$ cat config.mk
export PLATFORM = sky130hd
export DESIGN_NAME = sevenseg_scan_driver
export DESIGN_NICKNAME = d
export VERILOG_FILES = /design/src/rtl/sevenseg_scan_driver.sv
export SDC_FILE = /design/constraint.sdc
export NUM_CORES = 1
export LEC_CHECK = 0
export ABC_AREA = 1
export CORE_ASPECT_RATIO = 0.8
export CORE_MARGIN = 10
export CORE_UTILIZATION = 53
export DETAILED_ROUTE_END_ITERATION = 16
export DONT_BUFFER_PORTS = 1
export MAX_ROUTING_LAYER = met4
export PLACE_DENSITY_LB_ADDON = 0.12
export SLEW_MARGIN = 15
export SYNTH_ARGS = -nofsm -noshare
export SYNTH_HDL_FRONTEND = slang
export SYNTH_SLANG_ARGS = --single-unit
$ cat constraint.sdc
create_clock -name clk_7seg -period 2.5 [get_ports clk_7seg]
set_input_delay 0.625 -clock clk_7seg [delete_from_list [all_inputs] [get_ports clk_7seg]]
set_output_delay 0.625 -clock clk_7seg [all_outputs]
set_load 0.05 [all_outputs]
$ cat src/rtl/sevenseg_scan_driver.sv
// -----------------------------------------------------------------------------
// sevenseg_scan_driver
//
// Time-multiplexed driver for an 8-digit common-anode seven-segment display.
// Each digit owns a 9-cycle slot: one dead cycle (PRE, all anodes off) followed
// by 2^BR_W lit-subslots. Brightness is set by how many subslots are lit. All
// display inputs are captured once per frame, so a frame never tears.
//
// Ports:
//   clk_7seg    in   scan clock
//   Rst         in   synchronous active-high reset
//   value       in   display word, nibble d drives digit d
//   dp_mask     in   bit d lights the decimal point of digit d
//   blank_lz    in   1 = blank leading-zero digits (digit 0 is never blanked)
//   bright      in   brightness b, digit lit for b+1 subslots
//   an          out  anodes, active-low, an[d]=0 selects digit d
//   sev_out     out  segments {a,b,c,d,e,f,g}, active-low
//   dp          out  decimal point, active-low
//   frame_done  out  one-cycle pulse in the last cycle of each frame
// -----------------------------------------------------------------------------
module sevenseg_scan_driver #(
   parameter int NDIG = 8,
   parameter int BR_W = 3
) (
   input  logic              clk_7seg,
   input  logic              Rst,
   input  logic [4*NDIG-1:0] value,
   input  logic [NDIG-1:0]   dp_mask,
   input  logic              blank_lz,
   input  logic [BR_W-1:0]   bright,
   output logic [NDIG-1:0]   an,
   output logic [6:0]        sev_out,
   output logic              dp,
   output logic              frame_done
);

   localparam int D_W = $clog2(NDIG);
   localparam int P_W = BR_W + 1;
   localparam logic [D_W-1:0] D_LAST = D_W'(NDIG - 1);
   localparam logic [P_W-1:0] P_LAST = P_W'(2 ** BR_W);

   // Hex digit to active-low segment pattern, bit order {a,b,c,d,e,f,g}.
   function automatic logic [6:0] hex_to_seg(input logic [3:0] nib);
      logic [6:0] seg;
      case (nib)
         4'h0:    seg = 7'h01;
         4'h1:    seg = 7'h4F;
         4'h2:    seg = 7'h12;
         4'h3:    seg = 7'h06;
         4'h4:    seg = 7'h4C;
         4'h5:    seg = 7'h24;
         4'h6:    seg = 7'h20;
         4'h7:    seg = 7'h0F;
         4'h8:    seg = 7'h00;
         4'h9:    seg = 7'h04;
         4'hA:    seg = 7'h08;
         4'hB:    seg = 7'h60;
         4'hC:    seg = 7'h31;
         4'hD:    seg = 7'h42;
         4'hE:    seg = 7'h30;
         4'hF:    seg = 7'h38;
         default: seg = 7'h7F;
      endcase
      return seg;
   endfunction

   logic [D_W-1:0]    d_r;
   logic [P_W-1:0]    p_r;
   logic [4*NDIG-1:0] value_snap_r;
   logic [NDIG-1:0]   dp_mask_snap_r;
   logic              blank_lz_snap_r;
   logic [BR_W-1:0]   bright_snap_r;

   logic [3:0]        nib_s;
   logic              blank_s;
   logic              lit_s;

   // Digit / phase scan counters: p runs 0..P_LAST, then the next digit starts.
   always_ff @(posedge clk_7seg) begin
      if (Rst) begin
         d_r <= '0;
         p_r <= '0;
      end else if (p_r == P_LAST) begin
         p_r <= '0;
         d_r <= (d_r == D_LAST) ? '0 : d_r + D_W'(1);
      end else begin
         p_r <= p_r + P_W'(1);
      end
   end

   // Frame snapshot: loaded at the end of the (d0, PRE) cycle so digit 0 already
   // sees the new frame's data; the rest of the frame ignores the inputs.
   always_ff @(posedge clk_7seg) begin
      if (Rst) begin
         value_snap_r    <= '0;
         dp_mask_snap_r  <= '0;
         blank_lz_snap_r <= 1'b0;
         bright_snap_r   <= '0;
      end else if ((d_r == '0) && (p_r == '0)) begin
         value_snap_r    <= value;
         dp_mask_snap_r  <= dp_mask;
         blank_lz_snap_r <= blank_lz;
         bright_snap_r   <= bright;
      end else begin
         value_snap_r    <= value_snap_r;
         dp_mask_snap_r  <= dp_mask_snap_r;
         blank_lz_snap_r <= blank_lz_snap_r;
         bright_snap_r   <= bright_snap_r;
      end
   end

   // Lit / blank qualification from counters and snapshot only.
   always_comb begin
      nib_s   = value_snap_r[{d_r, 2'b00} +: 4];
      blank_s = 1'b0;
      // A digit is a leading zero when it and every more-significant nibble
      // are zero; shifting the word down by 4*d leaves exactly those nibbles.
      if ((d_r != '0) && blank_lz_snap_r) begin
         blank_s = ((value_snap_r >> {d_r, 2'b00}) == {(4*NDIG){1'b0}});
      end else begin
         blank_s = 1'b0;
      end
      // Subslot s = p-1 is lit while s <= bright, i.e. p <= bright+1.
      lit_s = (p_r != '0)
              && (p_r <= ({1'b0, bright_snap_r} + P_W'(1)))
              && !blank_s;
   end

   // Pin decode: everything off unless the current digit is lit.
   always_comb begin
      an         = {NDIG{1'b1}};
      sev_out    = 7'h7F;
      dp         = 1'b1;
      frame_done = (d_r == D_LAST) && (p_r == P_LAST);
      if (lit_s) begin
         an      = ~(NDIG'(1) << d_r);
         sev_out = hex_to_seg(nib_s);
         dp      = ~dp_mask_snap_r[d_r];
      end else begin
         an      = {NDIG{1'b1}};
         sev_out = 7'h7F;
         dp      = 1'b1;
      end
   end

endmodule

==> summary.md <==
| Metric | Value |
|---|---|
| Post-synthesis area per instance | `around 6.5 sq um` |
| First-pass GRT wire length | `around 15,000 um` |
| Largest net degree at the start of global routing | `40` |
| Bufs on Longest Clock Path | `2` |
| Crit path buf inv count | `4` |
| FF-to-FF setup slack | `0.26 ns` |
| Violated checks | `negative setup slack` |
| Critical path capture point type | `output pin` |
| Antenna viol nets, final | `0` |
| Tmin final | `approximately 2.9 ns` |
| Vias/cell | `5.29` |
| Critical path's largest stage delay | `about 0.40 ns` |
| Worst setup path class | `reg -> out` |
| Grt total ovfl | `0` |
| Worst-margin pin slew | `0.481 ns` |
| Hold WC Path Type | `in -> reg` |
| Via count | `3,280` |
| Pwr Total | `2.43 mW` |
| RSZ-0062 raised after global routing | `true` |
| Dpl ws | `-0.166 ns` |
| Core area | `around 6000 sq um` |
| First-pass DRT Iterations | `4` |
| Clk pin slew, worst setup/hold paths | `around 0.09 ns` |
| Clk_skew | `0.0106 ns` |
| Arr. time, crit path | `approximately 2.3 ns` |
| CTS Sinks | `51` |
| Crit Path Max Fanout | `8` |
| Post-synth cell types | `35` |
| Floorplan row count | `25` |
| Htree depth | `2` |
| Wire length per cell | `between 10 and 15 um` |
| Root buf cell | `clkbuf_8` |
| Placer Congestion | `0.967` |
| Die Width | `109 um` |
| VDD IR max | `476 uV` |
| Setup violations, final | `16` |
| Mapped Nets | `579` |
| Tcrit/Tclk final | `1.16` |
| 1st-iter DRT viols | `roughly 170` |
| Max-slew violations | `0` |
| Post-CTS setup repair buffer count | `0` |
| Crit path max-delay family | `simple AND/OR/NAND/NOR gates` |
| CTS tree | `built` |
| Final Hold Viols | `0` |
| Die area | `slightly below 10,000 sq um` |
| Post-Syn Instances | `around 510` |
| DR DRC count | `0` |
| TritonCTS Buffers | `5` |
| Seq/Total Area, Yosys | `0.307` |
| Starting Density | `0.554` |
| Fmax | `344 MHz` |
| Nets | `603` |
| N_diodes | `0` |
| Share of cells above drive strength 1 | `0.208` |
| Final worst slack | `-0.407 ns` |
| Vias in the first global route | `3,212` |
| Initial antenna violation count | `0` |
| Worst skew pair latency | `0.32 ns` |
| Worst rel slew slack | `0.678` |
| GRT Overall Usage | `0.192` |
| Pwr per Cell Area | `~590 nW/um^2` |
| Setup_tns | `-5.83 ns` |
| WP data required | `around 1.9 ns` |
| Ys Warns | `0` |
| Cts hold-fix bufs | `0` |
| Layout area overhead | `23.4%` |
| WHS | `0.414 ns` |
| IO Count | `63` |
| Flops & latches, synth | `51` |
| Post-synth design cell area | `3330 sq um` |
| Slowest cell on crit path | `dfxtp_4` |
| DP HPWL | `7280 um` |
| Outcome | `complete, but fails checks` |
| Post-Route WL | `9060 um` |
| Worst setup SP type | `flop` |
| Static leakage | `approximately 1.9 nW` |
| Port Buf Inserts | `0` |
| Max_cap viols | `0` |
| Die height | `a little over 90 um` |
| Cells along the critical path | `buf_6, nand2_4, o211ai_1, nand3_2, nand2_4, inv_4, ha_4, o211ai_1, nor3_1, nand2_1, nor2_4, nand3_4, buf_12, nand3_4, buf_12` |
## metrics by stage
stage	instances	cell area, sq um	utilization
after floorplan	514	3560	-
after global placement	612	3910	0.651
after detailed placement	612	3910	0.651
after CTS	620	4070	0.677
after global routing	620	4110	0.684
final	620	4110	0.684
## where the power goes
group	internal (mW)	switching, mW	total [mW]
registers	0.908	0.0780	0.986
clock network	0.203	0.298	0.501
logic	0.341	0.603	0.944
total	1.45	0.979	2.43
## path summary, 6_finish.rpt
| path | start | endpoint | cells past startpoint |
|---|---|---|---|
| max | d_r[0]$_SDFFE_PP0P_ | an[7] | 15 |
| min | Rst | d_r[0]$_SDFFE_PP0P_ | 1 |
| max reg2reg | d_r[0]$_SDFFE_PP0P_ | value_snap_r[20]$_SDFFE_PP0P_ | 11 |
| min reg2reg | p_r[0]$_SDFF_PP0_ | p_r[0]$_SDFF_PP0_ | 1 |
## cells in the mapped netlist (all sizes together)
cell    number  area [sq um]
nand2      129           499
inv         41           161
a32o         1          10.0
nand3b       1          7.51
nand4        1          6.26
o21ai       60           308
buf         19           148
clkinv       1          3.75
nand3       52           318
nor3         2          10.0
o22ai        1          6.26
a21oi       28           140
nor2        88           338
a22oi        1          7.51
xnor2        2          17.5
ha          19           238
a211oi       1          7.51
clkbuf      11          41.3
and2         1          6.26
o211ai       3          27.5
o21a         1          7.51
dfxtp       51          1020
## worst reg2reg max path: cells and delay by family (launching register included)
kind | cells | cell delay (ns)
buf+inv | 6 | 0.89
flops | 1 | 0.40
fa+ha+maj | 1 | 0.21
simple gates | 4 | 0.68
## cell families (layout without fill, tap and decap cells)
| kind of cell | after synthesis | count (layout) | share of synthesized area |
|---|---|---|---|
| AO/OA/AOI/OAI | 96 | 96 | 0.154 |
| XOR/XNOR | 2 | 2 | 0.00526 |
| adder cells (fa/ha/maj) | 19 | 19 | 0.0714 |
| buffers and inverters | 72 | 97 | 0.106 |
| AND/OR/NAND/NOR | 274 | 274 | 0.356 |
| flip-flops | 51 | 51 | 0.307 |
## per-layer routing
metal  vias to the layer above  part of all wire  routed length (um)  GRT usage
met1                      1473              0.49                4460      0.260
met5                         -                 0                   0          -
met3                         9             0.061                 548     0.0321
met4                         0             0.014                 125     0.0526
li1                       1704                 -                   -          -
met2                        94              0.43                3930      0.285
## layout make-up
type / count / area (sq um)
Timing Repair Buffer: 47 / 484
Clock buffer: 5 / 68.8
Clock inverter: 3 / 22.5
Inverter: 42 / 168
Fill cell: 562 / 1900
Tap cell: 81 / 101
Sequential cell: 51 / 1030
Multi-Input combinational cell: 391 / 2240
## state kept, by name (all words and copies together) (netlist names)
name and flops:
value_snap_r 32, bright_snap_r 3, blank_lz_snap_r 1, d_r 3, dp_mask_snap_r 8, p_r 4
## placed cells by master, fill, tap and decap left out, types with 2 or more instances in the layout
master / count
a21oi_1: 27
buf_12: 9
buf_4: 33
buf_6: 5
clkbuf_8: 5
dfxtp_1: 48
dfxtp_2: 2
ha_1: 17
inv_1: 37
inv_2: 2
inv_6: 2
nand2_1: 115
nand2_2: 8
nand2_4: 6
nand3_1: 24
nand3_2: 11
nand3_4: 17
nor2_1: 87
nor3_1: 2
o211ai_1: 2
o21ai_0: 53
o21ai_1: 5
o21ai_2: 2
xnor2_1: 2
## what timing repair did
action                     CTS  global route
gates resized for setup     18            12
pin swaps                   14             2
setup endpoints to repair   16            17
No activity file was read; power rests on OpenSTA's default activity.
==> patch 1: new RTL, config.mk and constraints unchanged <==
Reset style: asynchronous (`Rst`), changed in 2 clocked blocks. Comments in the files are not updated.
--- a/src/rtl/sevenseg_scan_driver.sv
+++ b/src/rtl/sevenseg_scan_driver.sv
@@ -77,5 +77,5 @@
 
    // Digit / phase scan counters: p runs 0..P_LAST, then the next digit starts.
-   always_ff @(posedge clk_7seg) begin
+   always_ff @(posedge clk_7seg or posedge Rst) begin
       if (Rst) begin
          d_r <= '0;
@@ -91,5 +91,5 @@
    // Frame snapshot: loaded at the end of the (d0, PRE) cycle so digit 0 already
    // sees the new frame's data; the rest of the frame ignores the inputs.
-   always_ff @(posedge clk_7seg) begin
+   always_ff @(posedge clk_7seg or posedge Rst) begin
       if (Rst) begin
          value_snap_r    <= '0;
Check against the original RTL: differs if Rst is asserted again (counterexample within 4 cycles, from zero or initial values and one cycle with Rst high); with Rst held inactive, the same outputs for 10 cycles.
==> patch 1 against the unedited design <==
- worst setup slack worse by 0.27 ns
- area after synthesis is 0.90% lower
- synthesized cell count fell by 12%
- sequential cell count is the same
- critical endpoint unchanged
- design area is 4.2% higher
- the flow still finishes with violations (setup timing)
- fmax shrank 8.6%
- first-iteration DRC count is 9.2% higher
- die area shrank 0.72%
- count of clock-buffer cells in the layout is 1 higher
- worst hold slack got worse by 0.17 ns
- routed wire length shrank 6.8%
- highest routed layer unchanged
Power is not compared: it rests on default switching activity, and its combinational part moved more than twofold at a synthesized area within 25%.
==> patch 1: results <==
set metrics [dict create \
    fill_cells 481 \
    clock_latency_ns 0.31 \
    root_buffer "clkbuf_8" \
    slowest_delay_ns 0.49 \
    cts_made_buffers 5 \
    synth_cell_types 25 \
    synth_ff_type "dfrtp_1" \
    ys_seq_area_frac 0.3868 \
    grt_max_degree 71 \
    crit_fanout 8 \
    setup_ws_ns -0.6803 \
    slew_headroom 0.6221 \
    synth.area.mux_share 0.06143 \
    crit_slowest_cell "dfrtp_2" \
    cts_max_level 2 \
    synth-xor-area-share 0.005309 \
    layout-drive-gt1-share 0.2610 \
    antenna_found_initial 0 \
    ys_top_cells_by_area "dfrtp_1 39%, nand2_1 13%, nand3_1 9.4%, ha_1 7.2%, mux2_2 6.1%" \
    violations "setup timing" \
    grt_util_all_layers 0.1776 \
    synth_fa_ha_area_frac 0.07205 \
    synthesis.nets 515 \
    n_antenna_cell 0 \
    io_buffers 0 \
    dp_hpwl_mm 6.518 \
    first_pass_iters 5 \
    grt_pass1_vias 2997 \
    yosys-top-cells-count "111 x nand2_1, 62 x nand3_1, 51 x dfrtp_1, 51 x inv_1, 47 x nor2_1" \
    fin_setup_tns_ns -10.34 \
    vdd_drop_max_mv 0.4104 \
    final.setup_skew_ns 0.008752 \
    synth_compound_area_frac 0.09063 \
    setup_violations 16 \
    place_congestion 0.9106 \
    first_iter_violations 189 \
    top_regs "value_snap_r (32), dp_mask_snap_r (8), p_r (4)" \
    async_flop_share 1.000 \
    crit_arrival_ns 2.56 \
    yosys_warnings 0 \
    p_leak_nw 2.167 \
    dpl_cell_area_mm2 0.004014 \
    grt_pass1_wl_mm 14.11 \
    synth_top_family_by_area "simple AND/OR/NAND/NOR gates" \
    fin_nets 562 \
    clk_pin_slew_ns 0.10 \
    outcome "finished, violations left" \
    vias 3067 \
    wire_per_inst_um 14.58 \
    cts_buffer_depth 2 \
    hold_path_class "primary input to asynchronous set/reset pin" \
]
[patch 1: cell count changes in the layout (fill, tap and decap cells not counted), sizes merged, moves of 7 or more]
cell   delta
inv      +10
nand3    +10
nor2     -41
o21ai    -41
nand2    -14
dfrtp    +51
buf      +11
a21oi     +7
dfxtp    -51
mux2     +18
[patch 1: kinds of logic (layout without fill, tap and decap cells)]
logic type,count (synthesis),count (layout)
buffers and inverters,72,120
AOI/OAI and AO/OA,58,58
DFF,51,51
xor gates and xnor gates,2,2
adders and majority gates,19,19
and+or+nand+nor,230,230
muxes,18,18
[patch 1: cell type report]
type,instances,area [um^2],area share
multi-input combinational,327,1966,0.4588
timing repair buffer,59,621.8,0.1452
timing repair inverter,1,6.256,0.001460
inverter,52,200.2,0.04673
tap,81,101.3,0.02366
sequential,51,1277,0.2982
clock buffer,6,72.57,0.01694
clock inverter,2,38.79,0.009054
[patch 1: critical path: cells and delay by family (launching register included)]
family | cells | cell delay (ns)
flops | 1 | 0.49
fa+ha+maj | 1 | 0.15
compound gates | 3 | 0.40
buf+inv | 4 | 0.55
simple gates | 8 | 0.65
[patch 1: repair_timing]
item | CTS | global route
pin swaps | 7 | 8
setup buffers | 0 | 4
resized for setup | 4 | 25
endpoints found under the setup margin | 16 | 17
gates cloned | 0 | 3
[patch 1: where the power goes]
part | internal (W) | leakage (nW) | switching [W]
clock | 0.000303 | 0.0558 | 0.000281
sequential | 0.000860 | 0.595 | 0.0000221
combinational | 0.000166 | 1.52 | 0.000235
[patch 1: worst paths after layout]
check                      slack (ns)                     startpoint  depth (start not counted)                            end
max in group asynchronous        1.72                            Rst                          2    value_snap_r[3]$_DFFE_PP0P_
max                             -0.68             d_r[0]$_DFFE_PP0P_                         16                          an[7]
max reg2reg                      0.23             d_r[0]$_DFFE_PP0P_                         10    value_snap_r[3]$_DFFE_PP0P_
min in group clk_7seg            0.46                      bright[2]                          1   bright_snap_r[2]$_DFFE_PP0P_
min                              0.24                            Rst                          1   value_snap_r[29]$_DFFE_PP0P_
min reg2reg                      0.52  dp_mask_snap_r[7]$_DFFE_PP0P_                          1  dp_mask_snap_r[7]$_DFFE_PP0P_
[patch 1: per-stage QoR]
step / total power (W) / utilization / std cells / worst slack, ns
finish: 0.001867 / 0.7171 / 579 / -0.6803
global route: 0.001958 / 0.7171 / 579 / -0.8282
CTS: 0.001875 / 0.6928 / 572 / -0.6066
detailed placement: 0.001291 / 0.6718 / 564 / -0.2563
global placement: 0.001281 / 0.6718 / 564 / -0.1840
floorplan: 0.001146 / - / 450 / -0.3709
[patch 1: layer usage]
layer | share of wire | track usage
met3 | 0.065 | 0.04137
met1 | 0.46 | 0.2371
met4 | 0.0059 | 0.03111
met2 | 0.47 | 0.2696
met5 | 0 | -
==> patch 2: new RTL, same settings <==
Made on the original files. `BR_W`: 3 -> 4.
--- a/src/rtl/sevenseg_scan_driver.sv
+++ b/src/rtl/sevenseg_scan_driver.sv
@@ -21,5 +21,5 @@
 module sevenseg_scan_driver #(
    parameter int NDIG = 8,
-   parameter int BR_W = 3
+   parameter int BR_W = 4
 ) (
    input  logic              clk_7seg,
Interface: changed (resized bright); port bits go from 63 to 64. No check against the original RTL was run, so the function may have changed too.
==> patch 2 against the unedited design <==
- the flow still finishes with violations (setup timing)
- power rose by 7.0%
- count of clock-buffer cells in the layout is the same
- sequential cell count is 2 higher
- core utilization increased by 5.3 points
- global-route usage grew 0.40 points
- worst setup slack worse by 0.14 ns
- routed wire length up 8.8%
- largest cell class unchanged
- design area grew 8.3%
- area after synthesis up 1.2%
==> patch 2: results <==
set metrics [dict create \
    outcome "finished, violations left" \
    violations "setup timing" \
    synth_compound_area_frac 0.1374 \
    dpl_cell_area_mm2 0.004044 \
    dp_hpwl_mm 7.393 \
    vdd_drop_max_mv 0.3534 \
    p_int_w 0.001608 \
    power_w 0.002602 \
    pg_clk_w 0.000624 \
    ys_seq_area_frac 0.3149 \
    antenna_found_initial 1 \
    wl_met3_um 566 \
    slew_headroom 0.7017 \
    layout-drive-gt1-share 0.2522 \
    grtUsageMet1 0.2461 \
    crit_arrival_ns 2.42 \
    routed_wirelength_mm 9.854 \
    synth_cell_types 34 \
    synth_fa_ha_area_frac 0.07427 \
    synthesis.nets 591 \
    grtUsageMet2 0.3169 \
    vias 3514 \
    first_iter_violations 224 \
    p_leak_nw 2.034 \
    ys_top_cells_by_area "dfxtp_1 31%, nand2_1 14%, nor2_1 11%, o21ai_0 9.1%, ha_1 7.4%" \
    final.setup_skew_ns 0.007718 \
    top_regs "value_snap_r (32), dp_mask_snap_r (8), p_r (5)" \
    synth-xor-area-share 0.01300 \
    crit_fanout 7 \
    setup_ws_ns -0.5495 \
    grt_util_all_layers 0.1961 \
    via_per_inst 5.381 \
    p_comb_frac 0.373 \
    setup_violations 16 \
    dp_slack_ns -0.2189 \
    fin_nets 637 \
    met1Wirelength_mm 4.432 \
    fill_cells 486 \
    grt_pass1_vias 3446 \
    synth_cells 524 \
    yosys-top-cells-count "122 x nand2_1, 99 x nor2_1, 61 x o21ai_0, 53 x dfxtp_1, 50 x nand3_1" \
    grtUsageMet3 0.03743 \
    fin_setup_tns_ns -7.912 \
    grt_pass1_wl_mm 15.99 \
]
-- patch 2: area by class of cell --
cell class / count / area share
multi-input cells: 403 / 0.5253
diodes: 1 / 0.0005621
repair buffers: 68 / 0.1506
clock inverters: 3 / 0.01096
flip-flops and latches: 53 / 0.2392
clock buffers: 5 / 0.01546
repair inverters: 1 / 0.001405
well taps: 81 / 0.02277
inverters: 38 / 0.03373
-- patch 2: path summary, 6_finish.rpt --
check / start / to / slack (ns) / cells after the start
worst max-delay path: d_r[0]$_SDFFE_PP0P_ / sev_out[0] / -0.55 / 17
worst min-delay path: Rst / d_r[0]$_SDFFE_PP0P_ / 0.40 / 1
worst max register to register: d_r[1]$_SDFFE_PP0P_ / value_snap_r[28]$_SDFFE_PP0P_ / 0.44 / 10
worst min register to register: value_snap_r[9]$_SDFFE_PP0P_ / value_snap_r[9]$_SDFFE_PP0P_ / 0.49 / 2
-- patch 2: worst max-delay path, stage by stage (launching register included) --
cell	delay [ns]
dfxtp_4	0.41
buf_6	0.14
nand2_4	0.06
nand3_2	0.07
nand3_2	0.10
o21ai_4	0.07
inv_2	0.09
ha_4	0.14
nand2_2	0.04
nor2_1	0.07
o21ai_1	0.08
nor2_2	0.10
nand2_1	0.06
nor2_2	0.13
nand3_4	0.14
buf_4	0.18
nand3_2	0.08
buf_12	0.14
-- patch 2: stage by stage --
step	hold slack [ns]	utilization
floorplan	0.4297	-
global placement	0.4409	0.6698
detailed placement	0.4737	0.6698
CTS	0.3916	0.7175
global route	0.4115	0.7374
finish	0.3973	0.7374
-- patch 2: timing repair --
item,in CTS,in global routing
setup endpoints to repair,17,17
cloned,1,1
resized for setup,38,17
setup buffers,7,2
pin swaps,8,2
